--- config.mk ---
export PLATFORM = sky130hd
export DESIGN_NAME = frame_fetcher
export DESIGN_NICKNAME = d
export VERILOG_FILES = /design/src/rtl/frame_fetcher.sv
export SDC_FILE = /design/constraint.sdc
export NUM_CORES = 1
export LEC_CHECK = 0
export BUFFER_PORTS_ARGS = -buffer_cell sky130_fd_sc_hd__buf_2
export CORE_UTILIZATION = 38
export DETAILED_ROUTE_END_ITERATION = 12
export GPL_TIMING_DRIVEN = 1
export HOLD_SLACK_MARGIN = 0.1
export SKIP_LAST_GASP = 1
export SLEW_MARGIN = 20
export SYNTH_ARGS = -nofsm -noshare
export SYNTH_HDL_FRONTEND = slang
export SYNTH_SLANG_ARGS = --single-unit
--- constraint.sdc ---
create_clock -name clk -period 3.59 [get_ports clk]
set_input_delay 1.077 -clock clk [delete_from_list [all_inputs] [get_ports clk]]
set_output_delay 1.077 -clock clk [all_outputs]
set_load 0.01 [all_outputs]
--- src/rtl/frame_fetcher.sv ---
// Frame fetcher: reads a packed-RGB frame from word-addressed memory and streams
// it to the threshold processor, then waits for the processor's done pulse.
module frame_fetcher #(
  parameter int DATA_WIDTH = 32,
  parameter int ADDR_WIDTH = 16,
  parameter int LEN_WIDTH  = 16
) (
  input  logic                  clk,
  input  logic                  rst_n,
  input  logic                  start,
  input  logic [ADDR_WIDTH-1:0] base_addr,
  input  logic [LEN_WIDTH-1:0]  num_words,
  input  logic [1:0]            mode_in,
  input  logic [7:0]            proc_val_in,
  output logic                  mem_req,
  output logic [ADDR_WIDTH-1:0] mem_addr,
  input  logic                  mem_gnt,
  input  logic                  mem_rvalid,
  input  logic [DATA_WIDTH-1:0] mem_rdata,
  output logic                  vld,
  output logic [DATA_WIDTH-1:0] data_in,
  output logic                  last_data,
  output logic [1:0]            mode,
  output logic [7:0]            proc_val,
  input  logic                  proc_done,
  output logic                  busy,
  output logic                  frame_done,
  output logic                  err
);

  typedef enum logic [1:0] {IDLE, FETCH, WAIT_DONE} state_t;

  localparam logic [LEN_WIDTH-1:0] LEN_ONE = LEN_WIDTH'(1);

  state_t                state;
  logic [LEN_WIDTH-1:0]  issued;
  logic [LEN_WIDTH-1:0]  received;
  logic [LEN_WIDTH-1:0]  len;
  logic [ADDR_WIDTH-1:0] base;

  logic                  req_acc;
  logic                  rsp_acc;
  logic [LEN_WIDTH-1:0]  issued_nxt;
  logic [LEN_WIDTH-1:0]  received_nxt;

  // Address wraps modulo 2^ADDR_WIDTH by truncation.
  function automatic logic [ADDR_WIDTH-1:0] addr_at(input logic [ADDR_WIDTH-1:0] b,
                                                    input logic [LEN_WIDTH-1:0]  off);
    return b + ADDR_WIDTH'(off);
  endfunction

  always_comb begin
    req_acc      = (state == FETCH) && mem_req && mem_gnt;
    rsp_acc      = (state == FETCH) && mem_rvalid && (received != len);
    issued_nxt   = req_acc ? (issued + LEN_ONE) : issued;
    received_nxt = received + LEN_ONE;
  end

  always_ff @(posedge clk or negedge rst_n) begin
    if (!rst_n) begin
      state      <= IDLE;
      issued     <= '0;
      received   <= '0;
      len        <= '0;
      base       <= '0;
      mem_req    <= 1'b0;
      mem_addr   <= '0;
      vld        <= 1'b0;
      data_in    <= '0;
      last_data  <= 1'b0;
      mode       <= '0;
      proc_val   <= '0;
      busy       <= 1'b0;
      frame_done <= 1'b0;
      err        <= 1'b0;
    end else begin
      frame_done <= 1'b0;
      err        <= 1'b0;
      case (state)
        IDLE: begin
          vld       <= 1'b0;
          last_data <= 1'b0;
          mem_req   <= 1'b0;
          if (start) begin
            if (num_words != '0) begin
              base     <= base_addr;
              len      <= num_words;
              mode     <= mode_in;
              proc_val <= proc_val_in;
              issued   <= '0;
              received <= '0;
              mem_req  <= 1'b1;
              mem_addr <= base_addr;
              busy     <= 1'b1;
              state    <= FETCH;
            end else begin
              err <= 1'b1;
            end
          end
        end
        FETCH: begin
          // Request side: issued never exceeds len, so != is the same as <.
          issued    <= issued_nxt;
          mem_req   <= (issued_nxt != len);
          mem_addr  <= addr_at(base, issued_nxt);
          // Return side: one registered word per rvalid, gaps pass through as vld=0.
          vld       <= rsp_acc;
          last_data <= rsp_acc && (received_nxt == len);
          if (rsp_acc) begin
            data_in  <= mem_rdata;
            received <= received_nxt;
          end
          if (vld && last_data) state <= WAIT_DONE;
        end
        WAIT_DONE: begin
          vld       <= 1'b0;
          last_data <= 1'b0;
          mem_req   <= 1'b0;
          if (proc_done) begin
            frame_done <= 1'b1;
            busy       <= 1'b0;
            state      <= IDLE;
          end
        end
        default: state <= IDLE;
      endcase
    end
  end

endmodule

==> reports/summary.md, run 1 <==
The net count of the finished layout is 1046. The pre-CTS setup slack was -245.3 ps. In the finished design, the share of the clock period the worst path needs comes to 95.73%. For the worst setup path, the data arrival time is 3760 ps. The number of ports placed on the die boundary is 144, and the number of gates on the worst path with buffers counted is 15. Along the worst hold path, the cell count comes to 2. The top cell types in the final layout, fill and taps aside, are 142 x sky130_fd_sc_hd__buf_2, 130 x sky130_fd_sc_hd__dfrtp_1, 76 x sky130_fd_sc_hd__mux2_2.

For this block, the via count after detailed routing is 6410. The number of synthesized flops with an enable pin works out to 0. After floorplanning, the core was divided into 51 placement rows. After detailed routing, the average wire length per cell comes to 17.04 µm.

The number of cells on the worst reg-to-reg path is 15. The worst-case vdd ir drop is 384.5 µV, and the number of synthesized register bits is 130. By area the synthesized netlist is led by sky130_fd_sc_hd__dfrtp_1 43%, sky130_fd_sc_hd__mux2_2 11%, sky130_fd_sc_hd__xnor2_1 4.6%. The netlist area before placement was 7502 µm². The tools report the iteration-0 DRC count of the detailed router as 336.

In the final layout, the share of cells above drive strength 1 is 36.76%. The initial antenna violation count was 0; the critical-path maximum fanout was 8. Once placement finished, the instance area stood at 9049 µm². TritonCTS built the clock tree. The tree is rooted in a sky130_fd_sc_hd__clkbuf_16. After detailed routing, the number of vias per cell comes to 5.267. The area growth from synthesis to layout is 28.69%.

The finished cells cover 9654 µm². The max-cap violation count was 0; the minimum clock period was 3437 ps. The clock net in this run drives a total of 130 sinks. For the post-synth net total, the log shows 858.

Most common library cell in the layout ignoring fill and taps: sky130_fd_sc_hd__buf_2. The hold violation total from the final report was 0; the final total negative setup slack was 0 ps. Counting along the longest clock path gives a buffer depth of 2. The Yosys step of the flow raised 0 warnings. From left edge to right edge, the die measures 142.5 µm.

On the critical path, the stage with the largest delay is an instance of sky130_fd_sc_hd__a2111o_1. The count of final max-slew check failures was 0; the total global routing track utilization was 21.24%. Counting flops with an async set or reset pin after synthesis yields a share of 100.0%. The number of filler instances in the final layout was 1884; the number of diodes added for antenna fixing was 0. The internal reg-to-reg setup slack is 150 ps. The flow ran to the end, and the final reports show no timing, DRC or antenna violations. The leakage power is 0.004326 µW, and the delay of the slowest cell on the worst path is 430 ps.

For the effective utilization at floorplan, the log shows 38.67%. Setup repair after global routing could not meet its margin everywhere. Synthesis instantiated 63 different standard cells from the library. The type of element launching the critical path was a flip-flop. Timing would allow up to 291.0 MHz.

Number of clock buffers inserted by TritonCTS: 17. The worst setup path is captured at a flip-flop. By instance count, the cell type seen most on the critical path is sky130_fd_sc_hd__buf_4.

Across the routed clock network, the largest skew measured is 9.701 ps. After clock tree synthesis, the clock-pin slew on the worst setup and hold paths is 60 ps. Measured on the finished design, the core utilization comes to 49.77%.

The share of Yosys cell area claimed by the top area cell type was 43.36%. Of all cell types, the one taking the most synthesized area is sky130_fd_sc_hd__dfrtp_1. The kind of critical path is flip-flop to flip-flop. The run gives 5 as the length of the first detailed-routing pass in iterations.

For this block, the routed nets add up to 20740 µm of wire. Among cell families on the critical path, the largest total delay comes from compound AO/OA/AOI/OAI gates. Global routing finished with a remaining overflow of 0. The instance count of the mapped netlist was 751. The headroom to the max-slew limit was 47.13%; the area of the die was 20310 µm². The count of input and output buffers is 143.

The number of buffers and inverters on the critical path is 3. For the slack of the critical path, the log shows 153.1 ps. For this design the ratio of total power to cell area is 764.8 nW/µm².

Setup violations remaining at the end of the flow were counted as 0. Entering global routing, the biggest net connects 61 pins. Prevailing post-synth register cell: sky130_fd_sc_hd__dfrtp_1. Hold is met by 479.9 ps. The first global-routing pass estimated 32950 µm of wire. The H-tree was split into 4 levels. Measured along the y axis, the die boundary spans 142.5 µm.

The path type of the worst min-delay path was flip-flop to flip-flop. For the residual antenna-violating net count after detailed routing, the log shows 0. For the pin with the worst max-slew slack, the measured transition is 793.1 ps. The clock reaches the later pin of the worst-skew pair after 430 ps. The share of the Yosys chip area taken by registers is 43.36%. In this run the standard cell core region covers 19400 µm². The tools report the required time of the critical path as 3910 ps.

The congestion estimate from routability-driven global placement came to 0.8625. The run gives 6011 as the via count of the first global-routing pass. A synthesized cell averages 9.990 µm². The critical path goes through inv_1 -> ha_2 -> nand4_4 -> buf_4 -> or3_1 -> nand2_1 -> ha_1 -> o211a_1 -> o31ai_1 -> a311oi_1 -> buf_4 -> a2111o_1 -> a21oi_2 -> xor2_1 -> a221oi_1. For this run, design rule violations remaining after detail routing come to 0. The detailed placement HPWL came out at 14950 µm.
-- final timing paths --
path,from,endpoint
worst max register to register,state[1],mem_addr[14]
worst max-delay path,state[1],mem_addr[14]
min in group asynchronous,rst_n,data_in[9]
worst min-delay path,mem_addr[11],mem_addr[11]
worst min register to register,mem_addr[11],mem_addr[11]
max in group asynchronous,rst_n,len[4]
-- cell families after synthesis --
logic type | count (synthesis) | share of synthesized area [%]
simple gates | 212 | 14.31
compound gates | 165 | 13.99
flops | 130 | 43.36
mux | 87 | 12.88
buf+inv | 68 | 3.619
xor+xnor | 62 | 7.238
fa+ha+maj | 27 | 4.603
-- worst min-delay path: cells and delay by family (launching register included) --
family          cells  cell delay (ps)
simple gates        1               40
compound gates      1               60
flops               1              340
-- sequential cells by signal, indices dropped and copies added, names as in the netlist --
name and flops:
frame_done 1, base 16, proc_val 8, state 2
last_data 1, received 16, busy 1, issued 16
data_in 32, vld 1, mem_addr 16, len 16
err 1, mode 2, mem_req 1
-- Yosys cell counts, types with 3 or more instances --
| library cell | count |
|---|---|
| sky130_fd_sc_hd__a2111oi_0 | 4 |
| sky130_fd_sc_hd__buf_1 | 6 |
| sky130_fd_sc_hd__buf_2 | 9 |
| sky130_fd_sc_hd__or2_2 | 5 |
| sky130_fd_sc_hd__xor2_1 | 23 |
| sky130_fd_sc_hd__and2_1 | 4 |
| sky130_fd_sc_hd__a21oi_1 | 30 |
| sky130_fd_sc_hd__nand2_1 | 70 |
| sky130_fd_sc_hd__nor3_1 | 20 |
| sky130_fd_sc_hd__nand3_1 | 20 |
| sky130_fd_sc_hd__a221oi_1 | 7 |
| sky130_fd_sc_hd__or3_1 | 6 |
| sky130_fd_sc_hd__or4_1 | 3 |
| sky130_fd_sc_hd__mux2_2 | 76 |
| sky130_fd_sc_hd__nor2_1 | 30 |
| sky130_fd_sc_hd__dfrtp_1 | 130 |
| sky130_fd_sc_hd__xnor2_1 | 39 |
| sky130_fd_sc_hd__mux2i_1 | 11 |
| sky130_fd_sc_hd__and3_1 | 8 |
| sky130_fd_sc_hd__a22o_1 | 10 |
| sky130_fd_sc_hd__nand2b_1 | 5 |
| sky130_fd_sc_hd__ha_1 | 26 |
| sky130_fd_sc_hd__o31ai_1 | 5 |
| sky130_fd_sc_hd__o22ai_1 | 8 |
| sky130_fd_sc_hd__clkbuf_1 | 29 |
| sky130_fd_sc_hd__o21ai_0 | 64 |
| sky130_fd_sc_hd__o21a_1 | 3 |
| sky130_fd_sc_hd__a32o_1 | 3 |
| sky130_fd_sc_hd__inv_1 | 22 |
| sky130_fd_sc_hd__nor2b_1 | 5 |
| sky130_fd_sc_hd__nor4_1 | 12 |
| sky130_fd_sc_hd__a21o_1 | 5 |
| sky130_fd_sc_hd__a31oi_1 | 4 |
| sky130_fd_sc_hd__nand4_1 | 14 |
-- cell type report --
type                            instances  area [µm²]  share of cell area [%]
Clock inverter                         13       135.1                   1.400
Timing Repair Buffer                  215        1313                   13.60
Sequential cell                       130        3253                   33.70
Tap cell                              265       331.6                   3.434
Inverter                               22       82.58                  0.8554
Multi-Input combinational cell        553        4086                   42.33
Clock buffer                           19       452.9                   4.692
-- metrics by stage --
| step | instances | total power, µW |
|---|---|---|
| after detailed placement | 1185 | 5647 |
| after CTS | 1217 | 7450 |
| after floorplan | 751 | 4370 |
| final | 1217 | 7384 |
| after global placement | 1185 | 5596 |
| after global routing | 1217 | 7871 |
-- layer usage --
metal  wire length (µm)  GRT usage, %
met5                  0             0
met1               9959         30.06
met2               9516         32.82
met3               1081         4.744
met4                184         4.980
-- what timing repair did --
action	CTS	global route
setup endpoints to repair	0	4
hold buffers	0	0
resized for setup	0	4
setup buffers	0	0
endpoints found under the hold margin	0	0
-- power breakdown --
group          internal, µW  switching, µW  total, µW
combinational          1510           1600       3110
sequential             2020            491       2520
clock                  1010            749       1760
(Power assumes the default switching activity.)
==> run 2, diff against run 1 <==
--- a/config.mk
+++ b/config.mk
@@ -7,6 +7,7 @@
 export LEC_CHECK = 0
 export BUFFER_PORTS_ARGS = -buffer_cell sky130_fd_sc_hd__buf_2
 export CORE_UTILIZATION = 38
+export CTS_BUF_LIST = sky130_fd_sc_hd__clkbuf_2
 export DETAILED_ROUTE_END_ITERATION = 12
 export GPL_TIMING_DRIVEN = 1
 export HOLD_SLACK_MARGIN = 0.1
==> run 2 against run 1 <==
Compared with the run above:
- register-to-register slack hardly changed
- highest routed layer unchanged
- worst hold slack worse by 220 ps
- combinational power about the same
- setup slack got worse by 12 ps
==> reports/summary.md, run 2 (synthesis gave the netlist of run 1 again) <==
The actual transition at the worst max-transition pin was 780.4 ps (-12.67 ps); the largest buffer count on any clock path was 2 (unchanged). Flip-flop count of the largest register, all copies and words added: 32 (unchanged). The area growth from synthesis to layout was 23.92%; the number of clock buffers inserted by TritonCTS was 17 (unchanged). The pin count of the biggest net entering global routing was 61 (unchanged). The count of final max-slew check failures came out at 0 (unchanged). The tools report the number of DRC violations after detailed routing as 0 (unchanged). The logs give 6423 (+0.20%) for the overall via count from detail_route and 0 (unchanged) for the total setup violations reported at the end of the flow. The total power per unit cell area works out to 702.8 nW/µm² (-8.1%).

The number of levels the H-tree was split into was 4 (unchanged); the max-cap violation count was 0 (unchanged). The type of element capturing the critical path was a flip-flop. The tools report the start point of the critical path as state[1]. TritonCTS built the clock tree. The tools report the highest clock frequency the design can meet as 290.0 MHz (-0.34%).

The run finished with clean final reports. The quantity of gates resized following cts was 0 (unchanged); the global-route wire length before repair was 32730 µm (-0.69%). The tools report the sequential standard cell area as 3253 µm² (unchanged). The required time of the critical path was 4220 ps (+310 ps). The number of filler instances in the final layout was 1929 (+2.4%). The most common library cell in the layout ignoring fill and taps was sky130_fd_sc_hd__buf_2. The final worst-path cycle share came out at 96.06% (+0.32 points). The critical-path maximum fanout was 8 (unchanged). The count of input and output buffers works out to 143 (unchanged). The overall overflow remaining after global route came out at 0 (unchanged). The worst setup path is of the flip-flop to flip-flop kind. The total wire length is 20570 µm (-0.83%), and the power share of the sequential group is 38.3% (+4.2 points). The post-layout utilization of the core was 47.92% (-1.8 points); the headroom to the max-slew limit was 47.97% (+0.84 points). The proportion of layout cells with a drive suffix above 1 was 36.55% (-0.21 points); the minimum clock period was 3449 ps (+11.64 ps). The length of the first detailed-routing pass in iterations came out at 7 (+2). The tools report the core outline area as 19400 µm² (unchanged). Worst-case vdd ir drop: 369.7 µV (-3.8%).

The run gives 720 ps (+290 ps) as the clock latency at the later pin of the worst-skew pair. The internal power came out at 3791 µW (-17%). The run gives 38.67% (unchanged) as the effective utilization at floorplan. The leakage power is 0.004175 µW (-3.5%), and the clock transition time at the flip-flop clock pins of the worst setup and hold paths is 250 ps (+190 ps).

The routed wirelength normalized by instance count was 16.89 µm (-0.91%); the setup fix buffers added after clock tree synthesis was 0 (unchanged). The detailed placement HPWL is 14950 µm (unchanged). Setup repair after global routing could not meet its margin everywhere. The worst hold path belongs to the class primary input to async pin. The worst setup path is launched from a flip-flop. The total clock sinks is 130 (unchanged). The library cells used most frequently in the layout, excluding fill and tap cells, are 142 x sky130_fd_sc_hd__buf_2, 130 x sky130_fd_sc_hd__dfrtp_1, 76 x sky130_fd_sc_hd__mux2_2. The area of the die was 20310 µm² (unchanged); the post-layout total power was 6534 µW (-12%). Largest register by flop count: data_in. The setup clock skew after layout was 41.74 ps (+32.04 ps). CTS placed an instance of sky130_fd_sc_hd__clkbuf_2 at the clock tree root. The tools report the initial antenna violation count as 1 (+1).

For the iteration-0 DRC count of the detailed router, the log shows 354 (+5.4%). The tools report the total global routing track utilization as 21.07% (-0.17 points). The residual antenna-violating net count after detailed routing is 0 (unchanged). The tools report the total number of placement rows as 51 (unchanged).

The hold violation total from the final report came out at 0 (unchanged). The startpoint identified for the worst register-to-register timing path is state[1]. The tools report the multi-input gate area in the final layout as 4086 µm² (unchanged). The number of vias per cell is 5.273 (+0.12%). The part of the total power dissipated in the clock network was 14.1% (-9.8 points). The cts-stage hold buffer count is 0 (unchanged). The tools report the post-layout net count as 1046 (unchanged).

The final weighted congestion in routability-driven placement is 0.8625 (unchanged), and the die width is 142.5 µm (unchanged). The critical path data arrival time was 4080 ps (+320 ps); the via count of the first global-routing pass was 5978 (-0.55%). The final total negative setup slack was 0 ps (unchanged).

The switching portion of total power was 41.97% (+3.6 points); the die span in y was 142.5 µm (unchanged). The total net switching power is 2742 µW (-3.3%). The number of ports placed on the die boundary was 144 (unchanged); the part of the total power dissipated in combinational logic was 47.6% (+5.5 points).
## run 2: layer usage
layer | global-route usage, % | vias up | part of all wire, %
met5 | 0 | - | 0
met4 | 4.188 | 0 | 0.63
met3 | 4.576 | 9 | 5.3
met2 | 32.77 | 182 | 46
met1 | 30.03 | 3130 | 48
li1 | - | 3102 | -
## run 2: path summary, 6_finish.rpt
path                                 to  slack (ps)  depth (start not counted)
max in group asynchronous        len[4]        2550                          2
setup / recovery           mem_addr[14]         140                         15
setup reg to reg           mem_addr[14]         140                         15
hold / removal               data_in[9]         260                          1
hold reg to reg            received[15]         510                          1
min in group clk           received[15]         510                          1
## run 2: power by group through the flow
stage / Clock [µW] / Sequential, µW / Combinational [µW]
after global routing: 1020 / 2580 / 3420
final: 922 / 2500 / 3110
after detailed placement: 0 / 2540 / 3110
after global placement: 0 / 2520 / 3070
after CTS: 960 / 2510 / 3130
after floorplan: 0 / 2530 / 1840
## run 2: final cells by class
class                      instances  area share, %
tap                              265          3.567
timing repair buffer             215          14.12
sequential                       130          34.99
multi-input combinational        553          43.96
antenna                            1        0.02692
clock buffer                      17         0.9152
clock inverter                    15          1.534
inverter                          22         0.8883
## run 2: stage by stage
stage | setup slack (ps) | instances | cell area (µm²) | hold WS (ps)
finish | 141.5 | 1218 | 9296 | 264.3
global route | -69.03 | 1218 | 9296 | 225.9
CTS | 7.061 | 1217 | 9276 | 229.3
detailed placement | -245.3 | 1185 | 9049 | 469.7
global placement | -130.8 | 1185 | 9049 | 464.0
floorplan | 4.146 | 751 | 7579 | 459.6
## run 2: critical path: stages, from the launching register on
cell and delay (ps):
sky130_fd_sc_hd__dfrtp_1 450, sky130_fd_sc_hd__inv_1 120, sky130_fd_sc_hd__ha_2 290, sky130_fd_sc_hd__nand4_4 170
sky130_fd_sc_hd__buf_4 180, sky130_fd_sc_hd__or3_1 350, sky130_fd_sc_hd__nand2_1 80, sky130_fd_sc_hd__ha_1 280
sky130_fd_sc_hd__o211a_1 130, sky130_fd_sc_hd__o31ai_1 90, sky130_fd_sc_hd__a311oi_1 140, sky130_fd_sc_hd__buf_4 170
sky130_fd_sc_hd__a2111o_1 430, sky130_fd_sc_hd__a21oi_2 140, sky130_fd_sc_hd__xor2_1 70, sky130_fd_sc_hd__a221oi_1 280
==> run 3, diff against run 2 <==
--- a/config.mk
+++ b/config.mk
@@ -11,6 +11,7 @@
 export DETAILED_ROUTE_END_ITERATION = 12
 export GPL_TIMING_DRIVEN = 1
 export HOLD_SLACK_MARGIN = 0.1
+export SETUP_SLACK_MARGIN = 0.2
 export SKIP_LAST_GASP = 1
 export SLEW_MARGIN = 20
 export SYNTH_ARGS = -nofsm -noshare
==> run 3 against run 2 <==
Compared with the run above:
- worst hold slack worse by 4.9 ps
- via count about the same
- clock power up 14%
- utilization up 0.65 points
- setup slack better by 180 ps
- critical path type unchanged
- non-clock buffer count unchanged
- register-to-register slack better by 180 ps
- highest routed layer unchanged
- clock skew up 7.3 ps
- power up 3.5%
- first-iteration DRC count up 20%
- critical path depth down 1
==> reports/summary.md, run 3 (synthesis gave the netlist of run 1 again) <==
The total setup violations reported at the end of the flow was 0 (unchanged). Length of the first detailed-routing pass in iterations: 5 (-2). The run gives 15010 µm (+0.43%) as the detailed placement HPWL. The overall overflow remaining after global route came out at 0 (unchanged). The proportion of layout cells with a drive suffix above 1 is 37.39% (+0.84 points). For the highest clock frequency the design can meet, the log shows 306.3 MHz (+5.6%). The flow ran to the end, and the final reports show no timing, DRC or antenna violations.

The power share of the sequential group is 37.5% (-0.8 points), and the pre-CTS setup slack is -188.9 ps (+56.47 ps). The delay of the slowest cell on the worst path is 450 ps (about the same), and the routed wirelength normalized by instance count is 17.01 µm (+0.72%). The logs give 6428 (+0.078%) for the overall via count from detail_route and 20310 µm² (unchanged) for the area of the die. The critical-path maximum fanout is 7 (-1), and the number of filler instances in the final layout is 1866 (-3.3%).

The tools report the leakage power as 0.004241 µW (+1.6%). The count of input and output buffers is 143 (unchanged), and the largest buffer count on any clock path is 2 (unchanged). Total clock sinks: 130 (unchanged).

Compared with the post-synthesis result, the final layout area differs by 25.60%. The number of vias per cell was 5.278 (about the same); the post-layout net count was 1046 (unchanged). The tree is rooted in a sky130_fd_sc_hd__clkbuf_2. The tools report the iteration-0 DRC count of the detailed router as 424 (+20%). The run gives 377.4 µV (+2.1%) as the worst-case vdd ir drop.

The initial antenna violation count came out at 1 (unchanged). The actual transition at the worst max-transition pin is 872.0 ps (+91.58 ps). The final worst-path cycle share was 90.94% (-5.1 points).

The number of clock buffers inserted by TritonCTS is 17 (unchanged), and the total wire length is 20720 µm (+0.72%). The max-cap violation count was 0 (unchanged); the total global routing track utilization was 21.33% (+0.26 points). Ranked by flip-flop count, first place goes to data_in. The switching portion of total power was 40.30% (-1.7 points). The die width came out at 142.5 µm (unchanged).

The run gives 0 (unchanged) as the residual antenna-violating net count after detailed routing. For this design, the slowest cell found on the critical path is sky130_fd_sc_hd__dfrtp_1. The run gives 33290 µm (+1.7%) as the global-route wire length before repair.

The final total negative setup slack came out at 0 ps (unchanged). The top cell types in the final layout, fill and taps aside, are 142 x sky130_fd_sc_hd__buf_2, 126 x sky130_fd_sc_hd__dfrtp_1, 76 x sky130_fd_sc_hd__mux2_2. The flip-flop count of the largest register, all copies and words added was 32 (unchanged); the total power per unit cell area was 717.3 nW/µm² (+2.1%).

Effective utilization at floorplan: 38.67% (unchanged). The run gives 2724 µW (-0.67%) as the total net switching power. The library cell used most frequently in the layout, excluding fill and tap cells, is sky130_fd_sc_hd__buf_2. The post-layout total power came out at 6759 µW (+3.5%).

The logs give 144 (unchanged) for the number of ports placed on the die boundary and 0 (unchanged) for the count of final max-slew check failures. Number of DRC violations after detailed routing: 0 (unchanged). Number of levels the H-tree was split into: 4 (unchanged). The internal power was 4036 µW (+6.4%); the final weighted congestion in routability-driven placement was 0.8891 (+3.1%).

The tools report the hold violation total from the final report as 0 (unchanged). TritonCTS built the clock tree. Setup repair after global routing left no endpoint under its margin. By startpoint and endpoint, the worst setup path is classified as flip-flop to flip-flop. The minimum clock period is 3265 ps (-183.6 ps), and the headroom to the max-slew limit is 41.87% (-6.1 points). The part of the total power dissipated in the clock network was 15.6% (+1.5 points). The type of element capturing the critical path was a flip-flop. The worst setup path is launched from a flip-flop. The clock latency at the later pin of the worst-skew pair was 730 ps (about the same). The path class of the tightest hold or removal check is primary input to async pin. The die span in y works out to 142.5 µm (unchanged). Total number of placement rows: 51 (unchanged). The logs give 3258 µm² (+0.15%) for the sequential standard cell area and 325.1 ps (+183.6 ps) for the slack of the critical path. The part of the total power dissipated in combinational logic is 47.0% (-0.6 points).

The critical path goes through inv_2 -> ha_4 -> nand4_4 -> or3_4 -> or3_4 -> nand2_4 -> ha_4 -> a21o_1 -> a21oi_2 -> nor2_1 -> a2111o_1 -> a21oi_2 -> xor2_1 -> a221oi_1. The multi-input gate area in the final layout is 4135 µm² (+1.2%). The logs give 19400 µm² (unchanged) for the core outline area and 0 (unchanged) for the cts-stage hold buffer count. The setup clock skew after layout is 49.01 ps (+7.270 ps), and the required time of the critical path is 4230 ps (about the same). For the pin count of the biggest net entering global routing, the log shows 57 (-6.6%). The clock transition time at the flip-flop clock pins of the worst setup and hold paths was 240 ps (about the same); the via count of the first global-routing pass was 6199 (+3.7%). The critical path data arrival time was 3900 ps (-180 ps).
## run 3: stage by stage
stage	cell area, µm²	cells	utilization [%]	hold WS (ps)
2_1_floorplan	7589	751	-	459.6
3_3_place_gp	9061	1182	46.71	461.3
3_5_place_dp	9061	1182	46.71	465.7
4_1_cts	9356	1215	48.23	231.6
5_1_grt	9423	1218	48.57	235.2
6_report	9423	1218	48.57	259.4
## run 3: critical path, delay by kind of cell, from the launching register on
kind	cells	cell delay, ps
AOI/OAI and AO/OA	5	1140
xor gates and xnor gates	1	80
adders and majority gates	2	370
buffers and inverters	1	100
DFF	1	450
and+or+nand+nor	5	1050
## run 3: what timing repair did
item | in CTS | in global routing
gates resized for setup | 2 | 13
endpoints found under the setup margin | 4 | 6
pin swaps | 1 | 8
buffers inserted | 1 | 2
## run 3: per-layer routing
layer  wire length [µm]  part of all wire [%]  global-route usage, %  up-vias
li1                   -                     -                      -     3103
met4                230                   1.1                  5.716        0
met5                  0                     0                      0        -
met3               1045                   5.0                  4.038       17
met2               9275                    45                  32.48      177
met1              10170                    49                  30.77     3131
## run 3: power by group through the flow
stage	clock [µW]	combinational, µW	sequential [µW]
finish	1050	3170	2530
global route	1140	3490	2610
CTS	1090	3180	2530
detailed placement	0	3150	2550
global placement	0	3110	2540
floorplan	0	1840	2530
## run 3: final timing paths
kind	startpoint	end	slack [ps]	depth (start not counted)
min in group clk	mem_addr[3]	mem_addr[3]	510	2
worst min-delay path	rst_n	mem_addr[10]	260	1
worst min register to register	mem_addr[3]	mem_addr[3]	510	2
max in group asynchronous	rst_n	base[3]	2600	2
worst max-delay path	state[1]	mem_addr[14]	330	14
worst max register to register	state[1]	mem_addr[14]	330	14
## run 3: final cells by class
cell class | count | area share, %
Antenna cell | 1 | 0.02656
Clock buffer | 17 | 0.9029
Clock inverter | 15 | 2.018
Inverter | 22 | 0.8764
Multi-Input combinational cell | 553 | 43.89
Sequential cell | 130 | 34.58
Tap cell | 265 | 3.519
Timing Repair Buffer | 215 | 14.19
